==> config.mk <==
export PLATFORM = sky130hd
export DESIGN_NAME = fpu_ss_wb_arbiter
export DESIGN_NICKNAME = d
export VERILOG_FILES = /design/src/rtl/fpu_ss_pkg.sv /design/src/rtl/fpu_ss_wb_fifo.sv /design/src/rtl/fpu_ss_wb_arbiter.sv
export SDC_FILE = /design/constraint.sdc
export NUM_CORES = 1
export LEC_CHECK = 0
export BUFFER_PORTS_ARGS = -buffer_cell sky130_fd_sc_hd__buf_4
export CAP_MARGIN = 5
export CORE_MARGIN = 2
export CORE_UTILIZATION = 25
export CTS_CLUSTER_DIAMETER = 120
export DETAILED_ROUTE_END_ITERATION = 16
export PLACE_DENSITY = 0.54
export REMOVE_ABC_BUFFERS = 1
export SLEW_MARGIN = 0
export SYNTH_ARGS = -nofsm -noshare
export SYNTH_HDL_FRONTEND = slang
export SYNTH_SLANG_ARGS = --single-unit
==> constraint.sdc <==
create_clock -name clk_i -period 1.86 [get_ports clk_i]
set_clock_uncertainty 0.15 [all_clocks]
set_input_delay 0.186 -clock clk_i [delete_from_list [all_inputs] [get_ports clk_i]]
set_output_delay 0.186 -clock clk_i [all_outputs]
set_load 0.02 [all_outputs]
==> src/rtl/fpu_ss_pkg.sv <==
// Shared types for the FPU subsystem.
// wb_entry_t is one buffered FPnew result waiting to retire.
package fpu_ss_pkg;

  localparam int unsigned FpuFlen = 32;

  typedef struct packed {
    logic [FpuFlen-1:0] result;
    logic [4:0]         status;
    logic [3:0]         id;
    logic [4:0]         rd;
    logic               rd_is_fp;
  } wb_entry_t;

endpackage

==> src/rtl/fpu_ss_wb_fifo.sv <==
// Result FIFO for FPU writeback.
// No fall-through: a pushed entry is visible at the head one cycle later.
module fpu_ss_wb_fifo import fpu_ss_pkg::*; #(
  parameter int unsigned Depth = 2,
  localparam int unsigned PtrW = (Depth > 1) ? $clog2(Depth) : 1,
  localparam int unsigned CntW = $clog2(Depth + 1)
) (
  input  logic            clk_i,
  input  logic            rst_ni,
  input  logic            push_i,
  input  wb_entry_t       data_i,
  input  logic            pop_i,
  output wb_entry_t       data_o,
  output logic            valid_o,
  output logic            full_o,
  output logic [CntW-1:0] count_o
);

  wb_entry_t       mem_q [Depth];
  logic [PtrW-1:0] wr_ptr_q, wr_ptr_d;
  logic [PtrW-1:0] rd_ptr_q, rd_ptr_d;
  logic [CntW-1:0] count_q, count_d;

  // Pointers wrap modulo Depth; count alone separates full from empty.
  always_comb begin
    wr_ptr_d = wr_ptr_q;
    rd_ptr_d = rd_ptr_q;
    count_d  = count_q;
    if (push_i) begin
      wr_ptr_d = (wr_ptr_q == PtrW'(Depth - 1)) ? '0 : wr_ptr_q + 1'b1;
    end
    if (pop_i) begin
      rd_ptr_d = (rd_ptr_q == PtrW'(Depth - 1)) ? '0 : rd_ptr_q + 1'b1;
    end
    unique case ({push_i, pop_i})
      2'b10:   count_d = count_q + 1'b1;
      2'b01:   count_d = count_q - 1'b1;
      default: count_d = count_q;
    endcase
  end

  always_ff @(posedge clk_i or negedge rst_ni) begin
    if (!rst_ni) begin
      wr_ptr_q <= '0;
      rd_ptr_q <= '0;
      count_q  <= '0;
      for (int i = 0; i < int'(Depth); i++) begin
        mem_q[i] <= '0;
      end
    end else begin
      wr_ptr_q <= wr_ptr_d;
      rd_ptr_q <= rd_ptr_d;
      count_q  <= count_d;
      if (push_i) begin
        mem_q[wr_ptr_q] <= data_i;
      end
    end
  end

  assign data_o  = mem_q[rd_ptr_q];
  assign valid_o = (count_q != '0);
  assign full_o  = (count_q == CntW'(Depth));
  assign count_o = count_q;

endmodule

==> src/rtl/fpu_ss_wb_arbiter.sv <==
// FPU writeback/retire sequencer: buffers FPnew results and shares the single FPR
// write port with load results, which always win because they cannot be stalled.
module fpu_ss_wb_arbiter import fpu_ss_pkg::*; #(
  parameter int unsigned FLEN       = FpuFlen,
  parameter int unsigned DEPTH      = 2,
  parameter bit          PULP_ZFINX = 1'b0
) (
  input  logic                       clk_i,
  input  logic                       rst_ni,
  input  logic                       fpu_out_valid_i,
  output logic                       fpu_out_ready_o,
  input  logic [FLEN-1:0]            fpu_out_result_i,
  input  logic [4:0]                 fpu_out_status_i,
  input  logic [3:0]                 fpu_out_id_i,
  input  logic [4:0]                 fpu_out_rd_i,
  input  logic                       fpu_out_rd_is_fp_i,
  input  logic                       mem_result_valid_i,
  input  logic                       mem_result_we_i,
  input  logic [4:0]                 mem_result_rd_i,
  input  logic [FLEN-1:0]            mem_result_rdata_i,
  output logic                       fpr_we_o,
  output logic [4:0]                 fpr_waddr_o,
  output logic [FLEN-1:0]            fpr_wdata_o,
  output logic                       x_result_valid_o,
  input  logic                       x_result_ready_i,
  output logic [3:0]                 x_result_id_o,
  output logic [31:0]                x_result_data_o,
  output logic [4:0]                 x_result_rd_o,
  output logic                       x_result_we_o,
  output logic [4:0]                 x_result_fflags_o,
  output logic                       x_result_fflags_valid_o,
  output logic [$clog2(DEPTH+1)-1:0] occupancy_o
);

  wb_entry_t push_entry;
  wb_entry_t head;
  logic      head_valid;
  logic      full;
  logic      push;
  logic      pop;
  logic      mem_wr;
  logic      fpr_conflict;
  logic      head_fp_wr;

  assign push_entry = '{
    result:   fpu_out_result_i,
    status:   fpu_out_status_i,
    id:       fpu_out_id_i,
    rd:       fpu_out_rd_i,
    rd_is_fp: fpu_out_rd_is_fp_i
  };

  // Ready comes from the registered count only, so it never depends on x_result_ready_i.
  assign fpu_out_ready_o = ~full;
  assign push            = fpu_out_valid_i & ~full;

  fpu_ss_wb_fifo #(
    .Depth (DEPTH)
  ) u_fifo (
    .clk_i   (clk_i),
    .rst_ni  (rst_ni),
    .push_i  (push),
    .data_i  (push_entry),
    .pop_i   (pop),
    .data_o  (head),
    .valid_o (head_valid),
    .full_o  (full),
    .count_o (occupancy_o)
  );

  // Store responses (we=0) never claim the FPR port, so they never block the head.
  assign mem_wr       = mem_result_valid_i & mem_result_we_i & ~PULP_ZFINX;
  assign fpr_conflict = head.rd_is_fp & mem_wr;

  assign x_result_valid_o        = head_valid & ~fpr_conflict;
  assign x_result_fflags_valid_o = x_result_valid_o;
  assign pop                     = x_result_valid_o & x_result_ready_i;
  assign head_fp_wr              = pop & head.rd_is_fp & ~PULP_ZFINX;

  assign x_result_id_o     = head.id;
  assign x_result_rd_o     = head.rd;
  assign x_result_data_o   = head.result[31:0];
  assign x_result_fflags_o = head.status;
  assign x_result_we_o     = head_valid & (~head.rd_is_fp | PULP_ZFINX);

  always_comb begin
    fpr_we_o    = 1'b0;
    fpr_waddr_o = '0;
    fpr_wdata_o = '0;
    if (mem_wr) begin
      fpr_we_o    = 1'b1;
      fpr_waddr_o = mem_result_rd_i;
      fpr_wdata_o = mem_result_rdata_i;
    end else if (head_fp_wr) begin
      fpr_we_o    = 1'b1;
      fpr_waddr_o = head.rd;
      fpr_wdata_o = head.result;
    end
  end

endmodule
### Word-level counts from Yosys, hierarchy flattened

Cells that the tools add are included.

* reductions and logical operators: 3
* muxes and demuxes: 15
* $lt $le $gt $ge: 3
* bitwise logic cells: 12
* add/sub/neg operators: 4
* eq/ne operators: 3

Operators with widths (count)
* $mux 47: 4
* $bwmux 94: 1
* $mux 32: 2
* $demux 47 s1: 1
* $mux 5: 2
* $and 1x1->1: 7
* $eq 2x2->1 const B: 2
* $ge 2x2->1 const B: 2
* $mux 1: 4
* $not 1->2: 2
* $pmux 2 s2: 1
* $reduce_bool 2->1: 2
* $not 1->1: 3
* $add 1x1->1 const B: 2
* $add 2x1->2 const B: 1
* $eq 2x1->1 const B: 1
* $lt 2x1->1 const B: 1
* $sub 2x1->2 const B: 1
* $logic_and 1x1->1: 1

* register bits: 98
* output and inout port bits: 90
* bits of input ports: 90
* logic and storage cells: 53

### Depth between registers and ports, before layout

Gate-level depths: netlist of run 1.

* word-level depth: 11
* gate-level depth with buffers: 9
* gate-level depth less buffers: 7

### Modules after synthesis

From an unflattened synthesis of run 1, not the netlist that was laid out.

* cells, all modules: 365
* area, all modules: 5148.7 um^2

By module, submodules not included
* fpu_ss_wb_fifo: area each 4395.5 um^2, sequential area each 2452.4 um^2, instances 1, cells an instance 266
* fpu_ss_wb_arbiter: area each 753.2 um^2, sequential area each 0.0 um^2, instances 1, cells an instance 99

### Least setup slack after synthesis of run 1

OpenSTA, ideal clock, no wires.

* path type: register to output
* from: register u_fifo.count_q[1] (netlist: u_fifo.count_o[1])
* to: output fpr_wdata_o[12]
* data arrival time: 1.662 ns
* cell stages (with the launch flop): 6
* setup slack: -0.138 ns
* required time: 1.524 ns
* path through: dfrtp_1 o21ai_1 nand2b_1 buf_2 clkbuf_2 o21ai_0

* cells in the longest elaborated chain, start to end: 6

Ends and longest elaborated chain
* start: declaration: line fpu_ss_wb_fifo.sv:22 `logic [CntW-1:0] count_q, count_d;`
* start signal: assignment: line fpu_ss_wb_fifo.sv:53 `count_q <= count_d;`
* $reduce_bool 2->1: line fpu_ss_wb_fifo.sv:61 `assign valid_o = (count_q != '0);`
* $and 1x1->1: line fpu_ss_wb_arbiter.sv:75 `assign x_result_valid_o = head_valid & ~fpr_conflict;`
* $and 1x1->1: line fpu_ss_wb_arbiter.sv:77 `assign pop = x_result_valid_o & x_result_ready_i;`
* $and 1x1->1: line fpu_ss_wb_arbiter.sv:78 `assign head_fp_wr = pop & head.rd_is_fp & ~PULP_ZFINX;`
* $mux 32: line fpu_ss_wb_arbiter.sv:94 `end else if (head_fp_wr) begin`
* $mux 32: line fpu_ss_wb_arbiter.sv:90 `if (mem_wr) begin`
* end: declaration: line fpu_ss_wb_arbiter.sv:23 `output logic [FLEN-1:0] fpr_wdata_o,`

No other way between the ends.

### Final worst setup path of run 1

* from: register u_fifo.rd_ptr_q
* to: output fpr_waddr_o[0]

* cells in the longest elaborated chain, start to end: 11

Ends and longest elaborated chain
* start: declaration: line fpu_ss_wb_fifo.sv:21 `logic [PtrW-1:0] rd_ptr_q, rd_ptr_d;`
* start signal: assignment: line fpu_ss_wb_fifo.sv:52 `rd_ptr_q <= rd_ptr_d;`
* $not 1->2 (implied by the code) *: line fpu_ss_wb_fifo.sv:60 `assign data_o = mem_q[rd_ptr_q];`
* $mux 47 (implied by the code) * (3 in series): line fpu_ss_wb_fifo.sv:60
* $and 1x1->1: line fpu_ss_wb_arbiter.sv:73 `assign fpr_conflict = head.rd_is_fp & mem_wr;`
* $not 1->1: line fpu_ss_wb_arbiter.sv:75
* $and 1x1->1: line fpu_ss_wb_arbiter.sv:75
* $and 1x1->1: line fpu_ss_wb_arbiter.sv:77
* $and 1x1->1: line fpu_ss_wb_arbiter.sv:78
* $mux 5 *: line fpu_ss_wb_arbiter.sv:94
* $mux 5 *: line fpu_ss_wb_arbiter.sv:90
* end: declaration: line fpu_ss_wb_arbiter.sv:22 `output logic [4:0] fpr_waddr_o,`

Every way passes the cells marked *; elsewhere a longest branch is shown, timed or not. The select of a mux whose other input is x is not followed.

==> results_tabular.tex, run 1 <==
\begin{tabular}{lr}
\hline
Metric & Value \\
\hline
\multicolumn{2}{l}{\textbf{Status}} \\
\quad Result of the run & finished with violations \\
\quad Violations in the final reports & negative setup slack \\
\multicolumn{2}{l}{\textbf{Synthesis}} \\
\quad Fraction of the yosys area taken by sequential cells & 47.9\% \\
\quad Post-synthesis instance area & 0.00512 mm² \\
\quad Mapped Avg Cell Area & 12.7 µm² \\
\quad Flop and latch count out of synthesis & 98 \\
\quad Unique masters post-synth & 24 \\
\quad Yosys warning total & 0 \\
\quad Number of cells produced by synthesis & 403 \\
\multicolumn{2}{l}{\textbf{STA}} \\
\quad Total negative setup slack & -8.79 ns \\
\quad Slew headroom & 58.3\% \\
\quad Least-Margin Pin Slew & 0.626 ns \\
\quad Total count of max-transition violations in the final report & 0 \\
\quad Maximum clock frequency & 0.485 GHz \\
\quad Endpoints failing hold & 0 \\
\quad Final cycle utilization of the critical path & 111\% \\
\quad Final WS setup & -0.202 ns \\
\quad Minimum clock period after layout & 2.06 ns \\
\quad RSZ-0062 raised after global routing & true \\
\quad Final-report setup violation count & 65 \\
\multicolumn{2}{l}{\textbf{Power}} \\
\quad Power density over the cells & 1890 mW/mm² \\
\quad Worst-case vdd ir drop & 920 µV \\
\quad Overall power after layout & 15.2 mW \\
\quad LEAKAGE & 3.86 nW \\
\multicolumn{2}{l}{\textbf{Setup path}} \\
\quad CP Launch Type & register \\
\quad Setup crit end kind & primary output \\
\quad Type of the setup path with the least slack & register to primary output \\
\quad Critical-path maximum fanout & 6 \\
\quad Worst EP required & 1.52 ns \\
\quad Arrival @ worst endpoint & 1.73 ns \\
\multicolumn{2}{l}{\textbf{Finish}} \\
\quad Synth-to-layout area growth & 57.8\% \\
\quad Cell Count, Final, Fillers Out & 912 \\
\quad Fraction of final layout cells with drive strength greater than 1 & 59.7\% \\
\quad Ant. Diodes & 0 \\
\quad Net count of the finished layout & 730 \\
\multicolumn{2}{l}{\textbf{Global route}} \\
\quad Met1 Resource Use GR & 17.6\% \\
\quad GR Layer Usage met3 & 2.92\% \\
\quad Met2 capacity usage during global routing & 22.2\% \\
\quad Largest net degree at the start of global routing & 51 \\
\quad Antenna violations before repair & 0 \\
\quad Vias in the first global route & 4225 \\
\quad Residual overflow from global routing & 0 \\
\quad All-Layer GR Usage & 13.3\% \\
\quad First-pass GRT wire length & 22.8 mm \\
\quad Top Usage Layer GRT & met2 \\
\multicolumn{2}{l}{\textbf{Routing}} \\
\quad DRC & 0 \\
\quad Final routed wirelength across all metal layers & 14.1 mm \\
\quad Number of vias per cell after detailed routing & 4.29 \\
\quad Routed via count & 3910 \\
\quad First-iteration detailed-routing DRC count & 129 \\
\quad DR pass1 iterations & 4 \\
\quad Avg WL per Cell & 15.5 µm \\
\quad Remaining antenna violation count & 0 \\
\multicolumn{2}{l}{\textbf{Floorplanning}} \\
\quad Site Rows & 52 \\
\quad Starting utilization of the core area & 25.4\% \\
\quad Std-Cell Core Area & 0.0202 mm² \\
\quad Die Footprint & 0.0216 mm² \\
\quad Die outline height & 147 µm \\
\quad Die Wd & 147 µm \\
\quad Boundary Pins & 180 \\
\multicolumn{2}{l}{\textbf{Hold path}} \\
\quad HP Class & input port to register \\
\multicolumn{2}{l}{\textbf{Placement}} \\
\quad Worst setup slack before clock tree synthesis & 0.0530 ns \\
\quad Routability-driven placement congestion ratio & 0.718 \\
\quad Cells after DPL & 838 \\
\quad Number of buffer cells added on primary ports & 179 \\
\quad HPWL Detailed & 9.09 mm \\
\multicolumn{2}{l}{\textbf{Clock tree}} \\
\quad Number of buffers added by the clock tree synthesis step & 9 \\
\quad Clock tree from TritonCTS & yes \\
\quad Clock insertion delay at the later pin of the skew report & 0.34 ns \\
\quad Clk sink count & 98 \\
\quad Clock root buffer & sky130\_fd\_sc\_hd\_\_clkbuf\_16 \\
\quad Clock transition at path regs & 0.07 ns \\
\quad Maximum clock path buffer count & 2 \\
\quad \# H-tree levels & 3 \\
\multicolumn{2}{l}{\textbf{Run}} \\
\quad Number of maximum-capacitance constraint violations & 0 \\
\hline
\end{tabular}
[flip-flops by register name, indices dropped and copies added, names as in the netlist]
name / count
u_fifo.count_o: 2
u_fifo.mem_q: 94
u_fifo.wr_ptr_q: 1
u_fifo.rd_ptr_q: 1
[critical path, cell delays in order, from the launching register on]
cell and delay, ns:
sky130_fd_sc_hd__dfrtp_2 0.48, sky130_fd_sc_hd__buf_12 0.16, sky130_fd_sc_hd__buf_16 0.14, sky130_fd_sc_hd__mux2_4 0.32
sky130_fd_sc_hd__nand2_2 0.05, sky130_fd_sc_hd__o21ai_1 0.06, sky130_fd_sc_hd__buf_4 0.16
[what timing repair did]
item / 4_1_cts / 5_1_grt
gates resized for setup: 75 / 32
endpoints found under the hold margin: 192 / 0
cloned: 2 / 0
hold buffers: 48 / 0
endpoints found under the setup margin: 86 / 88
pin swaps: 2 / 2
setup buffers: 4 / 6
[path summary, 6_finish.rpt]
path | from | to | slack, ns | cells after the start
setup / recovery | u_fifo.rd_ptr_q | fpr_waddr_o[0] | -0.20 | 6
hold / removal | fpu_out_valid_i | u_fifo.wr_ptr_q | 0.03 | 3
setup reg to reg | u_fifo.rd_ptr_q | u_fifo.count_o[1] | 0.01 | 7
hold reg to reg | u_fifo.mem_q[15] | u_fifo.mem_q[15] | 0.35 | 1
max in group asynchronous | rst_ni | u_fifo.mem_q[70] | 0.75 | 3
min in group asynchronous | rst_ni | u_fifo.mem_q[18] | 0.21 | 3
[synthesized netlist by cell type (all sizes together)]
master	n	area share (%)
a211o	1	0.17
a21oi	1	0.098
and2	2	0.24
and3b	1	0.24
buf	20	3.8
clkbuf	9	0.68
dfrtp	98	48
ha	1	0.24
inv	1	0.073
mux2	141	35
nand2	77	5.6
nand2b	2	0.39
nand3	1	0.20
nor2	5	0.37
o21ai	39	3.8
xnor2	3	0.51
xor2	1	0.17
[area by class of cell]
cell class              instances  area (µm²)
repair buffers                254        2370
clock buffers                   9         225
well taps                     270         338
fillers                      1932       12100
inverters                       1        3.75
clock inverters                 5        81.3
flip-flops and latches         98        2450
multi-input cells             275        2610
[metal layers]
metal  up-vias  part of all wire (%)
met5         -                     0
met4         0                   1.0
met3        12                   4.5
met2       119                    48
met1      1926                    46
li1       1853                     -
[cell families after synthesis]
family                   count (synthesis)  synth area share [%]
buffers and inverters                   30                  4.57
adder cells (fa/ha/maj)                  1                 0.244
XOR/XNOR                                 4                 0.685
AND/OR/NAND/NOR                         88                  7.09
multiplexers                           141                  35.4
AO/OA/AOI/OAI                           41                  4.08
flip-flops                              98                  47.9
[power by group]
group | internal, mW | switching, mW
clock | 1.16 | 0.789
combinational | 5.32 | 4.06
sequential | 3.25 | 0.653
total | 9.73 | 5.51
[cell usage in the layout (no fill, tap or decap), drive strengths merged]
| master | synthesis | final |
|---|---|---|
| buf | 20 | 206 |
| a21oi | 1 | 1 |
| and3b | 1 | 1 |
| clkbuf | 9 | 9 |
| nand2b | 2 | 2 |
| o21ai | 39 | 39 |
| dlygate4sd3 | 0 | 48 |
| ha | 1 | 1 |
| clkinvlp | 0 | 1 |
| nor2 | 5 | 5 |
| nand3 | 1 | 1 |
| clkinv | 0 | 2 |
| nand2 | 77 | 77 |
| xor2 | 1 | 1 |
| inv | 1 | 1 |
| a211o | 1 | 1 |
| mux2 | 141 | 141 |
| bufinv | 0 | 2 |
| xnor2 | 3 | 3 |
| and2 | 2 | 2 |
| dfrtp | 98 | 98 |
[metrics by stage]
step                utilization [%]  area [µm²]  hold WS (ns)
floorplan                         -        4890        -0.260
global placement               33.8        6810        0.0383
detailed placement             33.8        6810        0.0439
CTS                            39.3        7920       0.00339
global route                   40.0        8080        0.0386
finish                         40.0        8080        0.0263
(Power assumes the default switching activity.)
==> run 2: changes to the inputs <==
Settings changed: CTS_BUF_LIST set to sky130_fd_sc_hd__clkbuf_4 sky130_fd_sc_hd__clkbuf_8 sky130_fd_sc_hd__clkbuf_16, SKIP_CTS_REPAIR_TIMING set to 1.
==> results_tabular.tex, run 2 (synthesis gave the netlist of run 1 again) <==
\begin{tabular}{lr}
\hline
Metric & Value \\
\hline
\multicolumn{2}{l}{\textbf{Status}} \\
\quad Result of the run & finished with violations \\
\quad Violations in the final reports & negative setup slack \\
\multicolumn{2}{l}{\textbf{Run}} \\
\quad Number of maximum-capacitance constraint violations & 0 \\
\multicolumn{2}{l}{\textbf{STA}} \\
\quad Minimum clock period after layout & 2.09 ns \\
\quad Slew headroom & 58.5\% \\
\quad Final cycle utilization of the critical path & 112\% \\
\quad Total count of max-transition violations in the final report & 0 \\
\quad Total negative setup slack & -9.01 ns \\
\quad Least-Margin Pin Slew & 0.622 ns \\
\quad Final WS setup & -0.231 ns \\
\quad Maximum clock frequency & 0.478 GHz \\
\quad Final-report setup violation count & 71 \\
\quad Endpoints failing hold & 0 \\
\quad RSZ-0062 raised after global routing & true \\
\multicolumn{2}{l}{\textbf{Setup path}} \\
\quad Worst EP required & 1.52 ns \\
\quad Worst flop-to-flop path endpoint & u\_fifo.count\_o[1] \\
\quad Slowest cell delay on critical path & 0.47 ns \\
\quad Critical-path maximum fanout & 10 \\
\quad Type of the setup path with the least slack & register to primary output \\
\quad CP max stage cell & sky130\_fd\_sc\_hd\_\_dfrtp\_2 \\
\quad Setup crit end kind & primary output \\
\quad CP Launch Type & register \\
\quad Worst R2R Start & u\_fifo.rd\_ptr\_q \\
\quad Cell chain of the critical path & mux2\_4 -> nand2b\_4 -> clkbuf\_16 -> o21ai\_1 -> buf\_4 \\
\quad Count of cells along the worst register-to-register path & 7 \\
\quad Arrival @ worst endpoint & 1.76 ns \\
\quad Setup slack of the worst register-to-register path & 0.05 ns \\
\multicolumn{2}{l}{\textbf{Finish}} \\
\quad Fill cell total of the finished layout & 1919 \\
\quad Final core area utilization & 40.1\% \\
\quad Commonest cells after routing, fill and taps aside & sky130\_fd\_sc\_hd\_\_buf\_4, sky130\_fd\_sc\_hd\_\_dfrtp\_1, sky130\_fd\_sc\_hd\_\_mux2\_4 \\
\quad Number of flip-flops under the largest register name & 94 \\
\quad Fraction of final layout cells with drive strength greater than 1 & 60.7\% \\
\quad Net count of the finished layout & 727 \\
\quad Ant. Diodes & 0 \\
\quad Most frequent standard cell in the layout excluding fill and tap cells & sky130\_fd\_sc\_hd\_\_buf\_4 \\
\quad Synth-to-layout area growth & 58.1\% \\
\quad Reg with most FFs & u\_fifo.mem\_q \\
\multicolumn{2}{l}{\textbf{Floorplanning}} \\
\quad Die Footprint & 0.0216 mm² \\
\quad Starting utilization of the core area & 25.4\% \\
\quad Site Rows & 52 \\
\quad Boundary Pins & 180 \\
\quad Die outline height & 147 µm \\
\quad Die Wd & 147 µm \\
\quad Std-Cell Core Area & 0.0202 mm² \\
\multicolumn{2}{l}{\textbf{Global route}} \\
\quad All-Layer GR Usage & 12.1\% \\
\quad Vias in the first global route & 3846 \\
\quad Largest net degree at the start of global routing & 51 \\
\quad Residual overflow from global routing & 0 \\
\quad First-pass GRT wire length & 20.9 mm \\
\quad Antenna violations before repair & 0 \\
\multicolumn{2}{l}{\textbf{Routing}} \\
\quad First-iteration detailed-routing DRC count & 111 \\
\quad DR pass1 iterations & 4 \\
\quad Avg WL per Cell & 16.1 µm \\
\quad Final routed wirelength across all metal layers & 14.6 mm \\
\quad Remaining antenna violation count & 0 \\
\quad DRC & 0 \\
\quad Number of vias per cell after detailed routing & 4.31 \\
\quad Routed via count & 3918 \\
\multicolumn{2}{l}{\textbf{Power}} \\
\quad Part of the total power dissipated in the clock network & 12.9\% \\
\quad Power density over the cells & 1880 mW/mm² \\
\quad Internal power & 9.63 mW \\
\quad LEAKAGE & 3.85 nW \\
\quad Share of power burned in combinational logic & 61.4\% \\
\quad Sw Share & 36.6\% \\
\quad Net switching power & 5.56 mW \\
\quad Sequential share of power & 25.7\% \\
\quad Worst-case vdd ir drop & 954 µV \\
\multicolumn{2}{l}{\textbf{Clock tree}} \\
\quad Clock transition at path regs & 0.07 ns \\
\quad Clock root buffer & sky130\_fd\_sc\_hd\_\_clkbuf\_16 \\
\quad Clk sink count & 98 \\
\quad \# H-tree levels & 3 \\
\quad Clock insertion delay at the later pin of the skew report & 0.34 ns \\
\quad Clock tree from TritonCTS & yes \\
\quad Maximum clock path buffer count & 2 \\
\quad Number of buffers added by the clock tree synthesis step & 9 \\
\multicolumn{2}{l}{\textbf{Hold path}} \\
\quad Count of cells along the worst hold path & 3 \\
\quad HP Class & input port to register \\
\quad Launch instance of the worst min-delay path & fpu\_out\_valid\_i \\
\quad Endpoint with the worst hold slack & u\_fifo.wr\_ptr\_q \\
\multicolumn{2}{l}{\textbf{Placement}} \\
\quad Number of buffer cells added on primary ports & 179 \\
\quad Routability-driven placement congestion ratio & 0.718 \\
\quad HPWL Detailed & 9.09 mm \\
\hline
\end{tabular}
-- run 2: changes by cell type in the layout (fill, tap and decap cells not counted), sizes merged --
cell	before	now
clkbuf	9	11
buf	206	201
-- run 2: worst max-delay path by stage --
stage	start	endpoint	slack [ns]
3_3_place_gp	u_fifo.rd_ptr_q	u_fifo.count_o[1]	0.07
4_1_cts	u_fifo.rd_ptr_q	fpr_wdata_o[19]	-0.28
5_1_grt	u_fifo.rd_ptr_q	fpr_wdata_o[31]	-0.29
2_1_floorplan	u_fifo.rd_ptr_q	fpr_waddr_o[0]	-1.16
3_5_place_dp	u_fifo.rd_ptr_q	u_fifo.count_o[1]	0.05
6_report	u_fifo.rd_ptr_q	fpr_waddr_o[0]	-0.23
-- run 2: power groups by stage --
stage | sequential [mW] | combinational, mW | clock (mW)
2_1_floorplan | 3.83 | 4.97 | 0
3_3_place_gp | 3.78 | 7.81 | 0
3_5_place_dp | 3.86 | 7.92 | 0
4_1_cts | 3.84 | 7.95 | 2.06
5_1_grt | 4.05 | 9.87 | 2.14
6_report | 3.90 | 9.33 | 1.96
-- run 2: routing by layer --
layer  vias up  routed length [µm]  track usage, %  share of wire (%)
met1      1941                6560            16.2                 45
met3        10                 769            3.23                5.3
li1       1846                   -               -                  -
met4         0                 153            2.74                1.0
met2       121                7120            19.7                 49
met5         -                   0               0                  0
-- run 2: cell type report --
type	count	area [µm²]	share of cell area (%)
clock buffers	9	225	2.78
clock inverters	5	81.3	1.00
inverters	1	3.75	0.0464
multi-input cells	275	2640	32.7
flip-flops and latches	98	2450	30.3
well taps	270	338	4.17
repair buffers	251	2350	29.0
-- run 2: metrics by stage --
stage / hold slack [ns] / area (µm²) / power, mW / setup slack [ns] / cells
3_5_place_dp: 0.0439 / 6810 / 11.8 / 0.0530 / 838
6_report: 0.0721 / 8090 / 15.2 / -0.231 / 909
3_3_place_gp: 0.0383 / 6810 / 11.6 / 0.0660 / 838
5_1_grt: 0.0926 / 8090 / 16.1 / -0.294 / 909
4_1_cts: -0.336 / 7110 / 13.8 / -0.275 / 852
2_1_floorplan: -0.260 / 4890 / 8.80 / -1.16 / 374
-- run 2: critical path, delay by kind of cell, from the launching register on --
kind                   cells  cell delay, ns
AO/OA/AOI/OAI              1            0.09
buffers and inverters      2            0.36
flip-flops                 1            0.47
AND/OR/NAND/NOR            1            0.14
multiplexers               1            0.35
==> run 3: changes to the inputs <==
Settings changed: ABC_CLOCK_PERIOD_IN_PS set to 1860, SYNTH_HIERARCHICAL set to 1.
==> results_tabular.tex, run 3 <==
\begin{tabular}{lr}
\hline
Metric & Value \\
\hline
\multicolumn{2}{l}{\textbf{Synthesis}} \\
\quad Share of async-settable or async-resettable flops after synthesis & 100\% \\
\quad Share of the synthesized area in the top cell type & 47.6\% \\
\quad Fraction of the yosys area taken by sequential cells & 47.6\% \\
\quad Mapped Avg Cell Area & 14.1 µm² \\
\quad Cell type with the highest aggregate area in the netlist & sky130\_fd\_sc\_hd\_\_dfrtp\_1 \\
\quad Most numerous cell types in the synthesized netlist & sky130\_fd\_sc\_hd\_\_mux2\_2, sky130\_fd\_sc\_hd\_\_dfrtp\_1, sky130\_fd\_sc\_hd\_\_and3\_1 \\
\quad Unique masters post-synth & 26 \\
\quad Yosys warning total & 6 \\
\quad Number of flops mapped to enable cells by yosys & 0 \\
\quad Number of cells produced by synthesis & 365 \\
\quad Post-synthesis instance area & 0.00515 mm² \\
\quad Dominant synthesized flop cell & sky130\_fd\_sc\_hd\_\_dfrtp\_1 \\
\quad Flop and latch count out of synthesis & 98 \\
\quad Most numerous cell in the Yosys netlist & sky130\_fd\_sc\_hd\_\_mux2\_2 \\
\quad Largest cells by area after synthesis & sky130\_fd\_sc\_hd\_\_dfrtp\_1, sky130\_fd\_sc\_hd\_\_mux2\_2, sky130\_fd\_sc\_hd\_\_mux2\_4 \\
\multicolumn{2}{l}{\textbf{Setup path}} \\
\quad Worst R2R Start & u\_fifo/rd\_ptr\_q \\
\quad Worst flop-to-flop path endpoint & u\_fifo/count\_o[1] \\
\quad End point of the critical path & fpr\_waddr\_o[4] \\
\quad Arrival @ worst endpoint & 1.84 ns \\
\quad Setup crit end kind & primary output \\
\quad Worst EP required & 1.52 ns \\
\quad CP Launch Type & register \\
\quad Count of cells along the worst register-to-register path & 7 \\
\quad Type of the setup path with the least slack & register to primary output \\
\quad Critical-path maximum fanout & 18 \\
\quad Setup slack of the worst register-to-register path & 0.04 ns \\
\quad Start point of the critical path & u\_fifo/rd\_ptr\_q \\
\multicolumn{2}{l}{\textbf{Routing}} \\
\quad Remaining antenna violation count & 0 \\
\quad Routed via count & 3884 \\
\quad Final routed wirelength across all metal layers & 14.7 mm \\
\quad Number of vias per cell after detailed routing & 4.44 \\
\quad First-iteration detailed-routing DRC count & 116 \\
\quad Avg WL per Cell & 16.8 µm \\
\quad DRC & 0 \\
\quad DR pass1 iterations & 4 \\
\multicolumn{2}{l}{\textbf{Global route}} \\
\quad Antenna violations before repair & 0 \\
\quad All-Layer GR Usage & 12.7\% \\
\quad Largest net degree at the start of global routing & 49 \\
\quad Vias in the first global route & 3883 \\
\quad First-pass GRT wire length & 21.8 mm \\
\quad Residual overflow from global routing & 0 \\
\multicolumn{2}{l}{\textbf{STA}} \\
\quad Final cycle utilization of the critical path & 117\% \\
\quad Least-Margin Pin Slew & 0.332 ns \\
\quad Endpoints failing hold & 0 \\
\quad Slew headroom & 77.9\% \\
\quad Final-report setup violation count & 80 \\
\quad Maximum clock frequency & 0.459 GHz \\
\quad Total count of max-transition violations in the final report & 0 \\
\quad RSZ-0062 raised after global routing & true \\
\quad Minimum clock period after layout & 2.18 ns \\
\quad Final WS setup & -0.316 ns \\
\multicolumn{2}{l}{\textbf{Clock tree}} \\
\quad Number of buffers added by the clock tree synthesis step & 9 \\
\quad \# H-tree levels & 3 \\
\quad Clock transition at path regs & 0.07 ns \\
\quad Maximum clock path buffer count & 2 \\
\quad Clk sink count & 98 \\
\quad Clock tree from TritonCTS & yes \\
\quad Clock root buffer & sky130\_fd\_sc\_hd\_\_clkbuf\_16 \\
\quad Clock insertion delay at the later pin of the skew report & 0.34 ns \\
\multicolumn{2}{l}{\textbf{Power}} \\
\quad LEAKAGE & 3.67 nW \\
\quad Worst-case vdd ir drop & 726 µV \\
\quad Power density over the cells & 1760 mW/mm² \\
\quad Overall power after layout & 13.9 mW \\
\multicolumn{2}{l}{\textbf{Status}} \\
\quad Violations in the final reports & negative setup slack \\
\quad Result of the run & finished with violations \\
\multicolumn{2}{l}{\textbf{Floorplanning}} \\
\quad Die Wd & 148 µm \\
\quad Site Rows & 52 \\
\quad Boundary Pins & 180 \\
\quad Die Footprint & 0.0218 mm² \\
\quad Std-Cell Core Area & 0.0202 mm² \\
\quad Die outline height & 148 µm \\
\quad Starting utilization of the core area & 25.4\% \\
\multicolumn{2}{l}{\textbf{Run}} \\
\quad Number of maximum-capacitance constraint violations & 0 \\
\multicolumn{2}{l}{\textbf{Finish}} \\
\quad Synth-to-layout area growth & 53.5\% \\
\quad Commonest cells after routing, fill and taps aside & sky130\_fd\_sc\_hd\_\_buf\_4, sky130\_fd\_sc\_hd\_\_mux2\_2, sky130\_fd\_sc\_hd\_\_dfrtp\_1 \\
\quad Most frequent standard cell in the layout excluding fill and tap cells & sky130\_fd\_sc\_hd\_\_buf\_4 \\
\quad Ant. Diodes & 0 \\
\quad Reg with most FFs & u\_fifo/mem\_q \\
\quad Net count of the finished layout & 691 \\
\quad Fraction of final layout cells with drive strength greater than 1 & 63.6\% \\
\quad Final standard cell area without fillers & 0.00790 mm² \\
\quad Number of flip-flops under the largest register name & 94 \\
\multicolumn{2}{l}{\textbf{Placement}} \\
\quad HPWL Detailed & 9.59 mm \\
\quad Routability-driven placement congestion ratio & 0.703 \\
\quad Number of buffer cells added on primary ports & 179 \\
\quad Placed instance area & 0.00679 mm² \\
\multicolumn{2}{l}{\textbf{Hold path}} \\
\quad HP Class & input port to register \\
\hline
\end{tabular}
-- run 3: logic make-up (layout without fill, tap and decap cells) --
logic type	Yosys count	in the layout	synth area share, %
AO/OA/AOI/OAI	38	38	6.44
XOR/XNOR	5	5	0.851
adder cells (fa/ha/maj)	1	1	0.243
buffers and inverters	33	273	5.61
flip-flops	98	98	47.6
multiplexers	141	141	33.0
AND/OR/NAND/NOR	49	49	6.20
-- run 3: routing by layer --
metal | global-route usage, % | part of all wire (%) | vias up
li1 | - | - | 1807
met1 | 16.4 | 46 | 1955
met2 | 21.6 | 49 | 110
met3 | 2.25 | 3.9 | 12
met4 | 4.18 | 1.2 | 0
met5 | 0 | 0 | -
-- run 3: area by class of cell --
cell class	count	area (µm²)
Multi-Input combinational cell	234	2460
Inverter	2	7.51
Sequential cell	98	2450
Clock buffer	12	267
Fill cell	1967	12300
Timing Repair Buffer	255	2350
Clock inverter	4	25.0
Tap cell	270	338
-- run 3: stage by stage --
stage                     hold slack (ns)  std cells  TNS [ns]  setup WS (ns)  utilization, %
final                              0.0733        875    -12.57         -0.316            39.1
after global routing               0.0707        875    -16.53         -0.356            39.1
after CTS                          -0.417        818    -17.57         -0.346            35.0
after detailed placement          -0.0338        802         0         0.0268            33.5
after global placement            -0.0416        802         0         0.0558            33.5
after floorplan                    -0.260        334   -140.61          -1.47               -
-- run 3: worst max-delay path, stage by stage, from the launching register on --
cell and delay [ns]:
sky130_fd_sc_hd__dfrtp_2 0.44, sky130_fd_sc_hd__mux2_4 0.33, sky130_fd_sc_hd__and3_4 0.18, sky130_fd_sc_hd__buf_12 0.15
sky130_fd_sc_hd__a31o_2 0.26, sky130_fd_sc_hd__buf_6 0.13
-- run 3: worst min path at each step --
| stage | from | endpoint | slack, ns | cells after the start |
|---|---|---|---|---|
| 6_report | x_result_ready_i | u_fifo/rd_ptr_q | 0.07 | 3 |
| 5_1_grt | x_result_ready_i | u_fifo/rd_ptr_q | 0.07 | 3 |
| 4_1_cts | rst_ni | u_fifo/mem_q[60] | -0.42 | 1 |
| 3_5_place_dp | rst_ni | u_fifo/mem_q[60] | -0.03 | 1 |
| 3_3_place_gp | rst_ni | u_fifo/mem_q[13] | -0.04 | 1 |
| 2_1_floorplan | rst_ni | u_fifo/count_o[0] | -0.26 | 0 |
-- run 3: where the power goes --
| group | switching [mW] | internal (mW) | total (mW) | leakage (nW) |
|---|---|---|---|---|
| logic | 3.79 | 4.51 | 8.30 | 2.38 |
| clock network | 0.798 | 1.01 | 1.81 | 0.141 |
| registers | 0.561 | 3.24 | 3.80 | 1.15 |
